===== config.mk =====
export PLATFORM = sky130hd
export DESIGN_NAME = systolic_seq
export DESIGN_NICKNAME = d
export VERILOG_FILES = /design/src/rtl/systolic_seq.sv
export SDC_FILE = /design/constraint.sdc
export NUM_CORES = 1
export LEC_CHECK = 0
export ABC_AREA = 0
export CAP_MARGIN = 20
export CELL_PAD_IN_SITES_DETAIL_PLACEMENT = 1
export CELL_PAD_IN_SITES_GLOBAL_PLACEMENT = 2
export CORE_UTILIZATION = 36
export CTS_CLUSTER_SIZE = 8
export DETAILED_ROUTE_END_ITERATION = 6
export PLACE_DENSITY_LB_ADDON = 0.1
export SLEW_MARGIN = 30
export SYNTH_ARGS = -nofsm -noshare
export SYNTH_HDL_FRONTEND = slang
export SYNTH_SLANG_ARGS = --single-unit

===== constraint.sdc =====
create_clock -name clk -period 6.6 [get_ports clk]
set_input_delay 1.32 -clock clk [delete_from_list [all_inputs] [get_ports clk]]
set_output_delay 1.32 -clock clk [all_outputs]
set_load 0.05 [all_outputs]

===== src/rtl/systolic_seq.sv =====
// Phase sequencer for an N x N weight-stationary systolic array: LOAD skews
// weights down the psum chain, COMPUTE paces skewed activations and flags results.
module systolic_seq #(
    parameter int N     = 4,
    parameter int LEN_W = 8
) (
    input  logic             clk,
    input  logic             reset_n,
    input  logic             cmd_valid,
    output logic             cmd_ready,
    input  logic [LEN_W-1:0] cmd_len,
    input  logic             cmd_reuse_w,
    output logic [N-1:0]     wt_rd_en,
    output logic             en_weight_pass,
    output logic [N-1:0]     en_weight_capture,
    output logic [N-1:0]     act_rd_en,
    output logic [N-1:0]     out_valid,
    output logic             busy,
    output logic             done
);

    // Largest index is M+2N-2 with M = 2^LEN_W, so 2^LEN_W+2N-1 distinct values.
    localparam int CNT_W = $clog2((1 << LEN_W) + 2*N - 1);

    typedef enum logic [1:0] {IDLE, LOAD, COMPUTE, DONE} state_t;

    state_t           state_q, state_d;
    logic [CNT_W-1:0] cnt_q, cnt_d;
    logic [LEN_W-1:0] m1_q, m1_d;
    logic             hs;

    logic [N-1:0]     wt_d, cap_d, act_d, ov_d;
    logic             ewp_d, busy_d, done_d, rdy_d;
    int               t_i, m_i;

    always_comb begin
        hs      = cmd_valid && cmd_ready;
        state_d = state_q;
        cnt_d   = cnt_q + CNT_W'(1);
        m1_d    = m1_q;
        case (state_q)
            IDLE: begin
                cnt_d = '0;
                if (hs) begin
                    m1_d    = cmd_len;
                    state_d = cmd_reuse_w ? COMPUTE : LOAD;
                end
            end
            LOAD: begin
                if (int'(cnt_q) == 2*N - 2) begin
                    state_d = COMPUTE;
                    cnt_d   = '0;
                end
            end
            COMPUTE: begin
                if (int'(cnt_q) == int'(m1_q) + 2*N - 1) begin
                    state_d = DONE;
                    cnt_d   = '0;
                end
            end
            DONE: begin
                state_d = IDLE;
                cnt_d   = '0;
            end
            default: begin
                state_d = IDLE;
                cnt_d   = '0;
            end
        endcase
    end

    // Outputs are decoded from the next state so the registers line up with cycle 0.
    always_comb begin
        t_i    = int'(cnt_d);
        m_i    = int'(m1_d) + 1;
        wt_d   = '0;
        cap_d  = '0;
        act_d  = '0;
        ov_d   = '0;
        ewp_d  = 1'b0;
        busy_d = 1'b0;
        done_d = 1'b0;
        rdy_d  = 1'b0;
        case (state_d)
            IDLE: rdy_d = 1'b1;
            LOAD: begin
                ewp_d  = 1'b1;
                busy_d = 1'b1;
                for (int c = 0; c < N; c++) begin
                    wt_d[c]  = (t_i >= c) && (t_i <= c + N - 1);
                    cap_d[c] = (t_i == N - 1 + c);
                end
            end
            COMPUTE: begin
                busy_d = 1'b1;
                for (int c = 0; c < N; c++) begin
                    act_d[c] = (t_i >= c) && (t_i <= c + m_i - 1);
                    ov_d[c]  = (t_i >= N + c) && (t_i <= N + c + m_i - 1);
                end
            end
            DONE:    done_d = 1'b1;
            default: rdy_d  = 1'b0;
        endcase
    end

    always_ff @(posedge clk) begin
        if (!reset_n) begin
            state_q           <= IDLE;
            cnt_q             <= '0;
            cmd_ready         <= 1'b0;
            wt_rd_en          <= '0;
            en_weight_pass    <= 1'b0;
            en_weight_capture <= '0;
            act_rd_en         <= '0;
            out_valid         <= '0;
            busy              <= 1'b0;
            done              <= 1'b0;
        end else begin
            state_q           <= state_d;
            cnt_q             <= cnt_d;
            cmd_ready         <= rdy_d;
            wt_rd_en          <= wt_d;
            en_weight_pass    <= ewp_d;
            en_weight_capture <= cap_d;
            act_rd_en         <= act_d;
            out_valid         <= ov_d;
            busy              <= busy_d;
            done              <= done_d;
        end
    end

    always_ff @(posedge clk) begin
        m1_q <= m1_d;
    end

endmodule


# [Word-level counts from Yosys, hierarchy flattened]
# Cells that the tools add are included.
[totals] ff_bits=39 latch_bits=0 rom_bits=0 inputBits=12 n_memories=0 output_inout_bits=20 word_cells=92 ramBits=0
[op_classes] reduce_logical=17 n_shift=0 n_addsub=19 magnitude_cmp=19 bitwise_logic=0 div=0 n_eq_ne=12 n_mux=14 mul=0
[ops] operator="10-bit by 11-bit less-or-equal comparator with 1-bit output" n=7
[ops] operator="10-bit by 1-bit subtractor with 11-bit output, second input constant" n=7
[ops] operator="3-bit by 9-bit adder with 10-bit output, first input constant" n=4
[ops] operator="9-bit by 4-bit equality test with 1-bit output, second input constant" n=4
[ops] operator="9-bit by 3-bit greater-or-equal comparator with 1-bit output, second input constant" n=4
[ops] operator="9-bit by 3-bit less-or-equal comparator with 1-bit output, second input constant" n=3
[ops] operator="9-bit case mux with 3 select lines" n=1
[ops] operator="2-bit by 9-bit adder with 10-bit output, first input constant" n=2
[ops] operator="9-bit by 1-bit subtractor with 10-bit output, second input constant" n=2
[ops] operator="9-bit by 2-bit greater-or-equal comparator with 1-bit output, second input constant" n=2
[ops] operator="9-bit two-way mux" n=2
[ops] operator="8-bit two-way mux" n=2
[ops] operator="1-bit logical AND" n=11
[ops] operator="1-bit by 9-bit adder with 10-bit output, first input constant" n=1
[ops] operator="10-bit equality test" n=1
[ops] operator="10-bit less-or-equal comparator" n=1
[ops] operator="8-bit by 1-bit adder with 9-bit output, second input constant" n=1
[ops] operator="8-bit by 4-bit adder with 9-bit output, second input constant" n=1
[ops] operator="9-bit by 1-bit adder with 9-bit output, second input constant" n=1
[ops] operator="9-bit by 3-bit equality test with 1-bit output, second input constant" n=1
[ops] operator="9-bit by 1-bit greater-or-equal comparator with 1-bit output, second input constant" n=1
[ops] operator="9-bit by 2-bit less-or-equal comparator with 1-bit output, second input constant" n=1
[ops] operator="2-bit equality test, second input constant" n=4
[ops] operator="2-bit two-way mux" n=4
[ops] operator="other kinds (6)" n=13

# [Depth between registers and ports, before layout]
[logic_depth] ltp_word=8 mapped_depth=21 mapped_depth_nobuf=20

# [Worst setup path after synthesis]
# No wires, ideal clock.
[synth_timing] kind="input -> register" startpoint="input port cmd_valid" endpoint="register act_rd_en[2]" path_slack_ns=0.931 cell_stages=20 t_required_ns=6.514 path_buffers=4 setup_ns=0.086 arrival_ns=5.583 cell_sequence="nor4bb_1 -> clkbuf_1 -> clkbuf_1 -> nor2_1 -> a21oi_1 -> inv_1 -> ha_1 -> nand3_1 -> xor2_1 -> mux2i_1 -> clkbuf_1 -> and2_1 -> and3_1 -> clkbuf_1 -> a31oi_1 -> ha_1 -> a211oi_1 -> a32o_1 -> o221ai_1 -> a211oi_1"
[synth_via] elab_chain_cells=8 elab_cells_between_ends=12 classes_between="add/sub: 3; order compare: 1; eq/ne: 1; mux: 4; reduce/logical: 3"
[synth_rtl] element="start, declared" line_no="9" rtl="input logic cmd_valid,"
[synth_rtl] element="1-bit logical AND" line_no="37" rtl="hs = cmd_valid && cmd_ready;"
[synth_rtl] element="8-bit two-way mux" line_no="44" rtl="if (hs) begin"
[synth_rtl] element="8-bit two-way mux" line_no="41" rtl="case (state_q)"
[synth_rtl] element="net m1_d[0]" line_no="29" rtl="logic [LEN_W-1:0] m1_q, m1_d;"
[synth_rtl] element="8-bit by 1-bit adder with 9-bit output" line_no="75" rtl="m_i = int'(m1_d) + 1;"
[synth_rtl] element="2-bit by 9-bit adder with 10-bit output" line_no="97" rtl="act_d[c] = (t_i >= c) && (t_i <= c + m_i - 1);"
[synth_rtl] element="10-bit by 1-bit subtractor with 11-bit output" line_no="97"
[synth_rtl] element="10-bit by 11-bit less-or-equal comparator with 1-bit output" line_no="97"
[synth_rtl] element="1-bit logical AND" line_no="97"
[synth_rtl] element="end signal, assigned" line_no="125" rtl="act_rd_en <= act_d;"
[synth_rtl] element="end, declared" line_no="16" rtl="output logic [N-1:0] act_rd_en,"
# The timed path passes the listed nets, and every way through them passes these cells.
# A chain may end at the register's enable or synchronous reset.

# [Final worst setup path]
[layout_timing] startpoint="input port cmd_valid" endpoint="register act_rd_en[3]"
# The elaborated chain is that of the path after synthesis.

==> impl_metrics.py <==
metrics = {
    "setup_path": {
        "cpPeakStageDelay_ns": 0.70,
        "worst_path_max_delay_cell": "a2111oi_0",
        "path_common_cell": "o21ai_0",
        "startpoint_type": "input pin",
        "path_cells": "clkdlybuf4s50_1 > nor4bb_4 > buf_4 > nand2_1 > o21ai_0 > ha_1 > nand3_1 > xor2_1 > mux2i_1 > buf_4 > and2_1 > nand2_1 > xor2_1 > ha_1 > o21ai_0 > a2111oi_0 > o21ai_0 > o21ai_0 > a21boi_0",
        "critPathCaptureType": "flip-flop",
        "path_delay_family": "compound AO/OA/AOI/OAI gates",
        "cp_max_fo": 17,
        "cp.required_ns": 6.77,
        "critPathKind": "in2reg",
        "critPathBufInv": 3,
        "worst_ep_arrival_time_ns": 5.95,
    },
    "power": {
        "peakVddDrop_mv": 0.0997,
        "total_leakage_power_nw": 2.06,
        "p_per_area_nw_per_um2": 324,
    },
    "run": {
        "max_cap_viol_count": 0,
    },
    "place": {
        "port-buffer-count": 31,
        "place_hpwl_um": 12400,
        "numPlacedInstances": 777,
        "postPlaceCellArea_um2": 4980,
        "gp_congestion": 0.905,
    },
    "clocking": {
        "cts_made_buffers": 5,
        "cts_tree": "done",
        "clk_pin_slew_worst_paths_ns": 0.06,
        "clock_path_buffers": 2,
        "cts.sink_count": 39,
        "htreeDepth": 2,
        "post_cts_buffers": 0,
        "clock_latency_ns": 0.30,
        "post_cts_resize_count": 0,
        "cts_hold_buffers": 0,
        "root_buffer": "clkbuf_16",
    },
    "synth": {
        "async_reset_ff_share_pct": 0,
        "synthTopCellsByArea": "dfxtp_1 18%, ha_1 14%, xnor2_1 11%",
        "yosysTopAreaCellShare_pct": 17.5,
        "synth_nets": 652,
        "yosysSeqAreaShare_pct": 17.5,
        "syn_inst": 591,
        "synth_area_leader_cell": "dfxtp_1",
        "ys_types": 67,
        "synth_edf_count": 0,
        "yosys_warnings": 0,
        "syn_avg_cell_area_um2": 7.55,
        "synth.cell_area_um2": 4460,
        "synth-seq-cells": 39,
        "netlist_top_cells_count": "57 x nand2_1, 57 x xnor2_1, 56 x nor2_1",
        "synth_ff_type": "dfxtp_1",
    },
    "sta": {
        "post-route-period-util_pct": 87.7,
        "setup_tns_ns": 0,
        "finalSetupViolCount": 0,
        "rsz0062_at_grt": "false",
        "worst_slew_pin_slew_ns": 0.848,
        "skew_ns": 0.00947,
        "relSlewSlack_pct": 43.1,
        "drv_slew": 0,
        "timing.fmax_ghz": 0.173,
        "min_period_ns": 5.79,
        "hold_viol": 0,
    },
    "outcome": {
        "outcome": "finished, final reports clean",
    },
    "global_routing": {
        "grt_pass1_vias": 4675,
        "grt_use_total_pct": 26.3,
        "grt_overflow": 0,
        "antenna_found_initial": 0,
        "grt_max_degree": 25,
        "grt_first_pass_wirelength_um": 25600,
    },
    "route": {
        "wirelength_um": 16200,
        "drtAntennaViolNets": 0,
        "vias_per_cell": 5.58,
        "drt_iter0_drc": 209,
        "drc": 0,
        "dr.pass1.iters": 4,
        "vias": 4378,
        "routedWlPerCell_um": 20.6,
    },
    "floorplan": {
        "core_um2": 12100,
        "dieArea_um2": 12800,
        "die_x_um": 113,
        "ios": 32,
        "num_rows": 40,
        "die_h_um": 113,
        "start_util_pct": 37.0,
    },
    "cells_and_area": {
        "layout-drive-gt1-share_pct": 6.00,
        "diodes": 0,
        "area_growth_pct": 15.5,
        "fillers": 1486,
        "fin_area_um2": 5150,
        "fin_nets": 677,
        "stdcell_count": 785,
    },
    "hold_path": {
        "hp-class": "reg2reg",
    },
}
-- cells by family after synthesis --
| family | synth area share [%] |
|---|---|
| AND/OR/NAND/NOR | 25.1 |
| adder cells (fa/ha/maj) | 16.0 |
| flip-flops | 17.5 |
| multiplexers | 1.43 |
| AO/OA/AOI/OAI | 18.6 |
| XOR/XNOR | 15.9 |
| buffers and inverters | 5.44 |
-- power by group --
part,internal [W],total [W],switching (W),leakage (nW)
combinational,0.000411,0.00108,0.000666,1.66
clock,0.000179,0.000297,0.000118,0.0838
sequential,0.000256,0.000296,0.0000400,0.318
-- state kept, by name, summed over array words and instances (netlist names) --
signal             cells
out_valid              4
done                   1
wt_rd_en               4
busy                   1
cmd_ready              1
cnt_q                  9
en_weight_capture      4
act_rd_en              4
en_weight_pass         1
m1_q                   8
state_q                2
-- per-stage QoR --
step / worst slack (ns) / power (W) / utilization [%] / hold WS [ns]
floorplan: 0.931 / 0.00107 / - / 0.525
global placement: 0.723 / 0.00134 / 41.3 / 0.583
detailed placement: 0.612 / 0.00136 / 41.3 / 0.607
CTS: 0.857 / 0.00167 / 42.7 / 0.625
global route: 0.602 / 0.00179 / 42.7 / 0.641
finish: 0.815 / 0.00167 / 42.7 / 0.618
-- cells in the final DEF (no fill, tap or decap), drive strengths merged, types with 12 or more instances in the layout --
cell type	synthesis	layout
ha	49	49
buf	10	12
inv	35	35
and3	12	12
nand3	18	18
xnor2	58	58
dfxtp	39	39
a21oi	27	27
xor2	22	22
nor3	15	15
o21ai	31	31
nor2	57	57
nand2	57	57
clkdlybuf4s50	0	31
-- worst paths after layout --
check | slack, ns | startpoint | end | cells after the start
setup / recovery | 0.81 | cmd_valid | act_rd_en[3] | 19
hold / removal | 0.62 | m1_q[7] | m1_q[7] | 2
setup reg to reg | 1.48 | m1_q[0] | act_rd_en[1] | 19
hold reg to reg | 0.62 | m1_q[7] | m1_q[7] | 2
-- tightest hold or removal path: stages (launching register included) --
cell and delay (ns):
dfxtp_1 0.35, nand2_1 0.07, nand2_1 0.11
-- final cells by class --
| type | instances | area, um^2 | share of cell area (%) |
|---|---|---|---|
| multi-input combinational | 491 | 3450 | 67.1 |
| inverter | 36 | 135 | 2.62 |
| clock buffer | 5 | 125 | 2.43 |
| tap | 168 | 210 | 4.08 |
| clock inverter | 3 | 43.8 | 0.850 |
| timing repair buffer | 43 | 400 | 7.77 |
| sequential | 39 | 781 | 15.2 |
-- per-layer routing --
| metal | share of wire (%) | track usage [%] |
|---|---|---|
| met5 | 0 | 0 |
| met4 | 3.4 | 11.1 |
| met3 | 3.6 | 3.70 |
| met2 | 47 | 45.0 |
| met1 | 46 | 33.0 |
No activity file was read; power rests on OpenSTA's default activity.
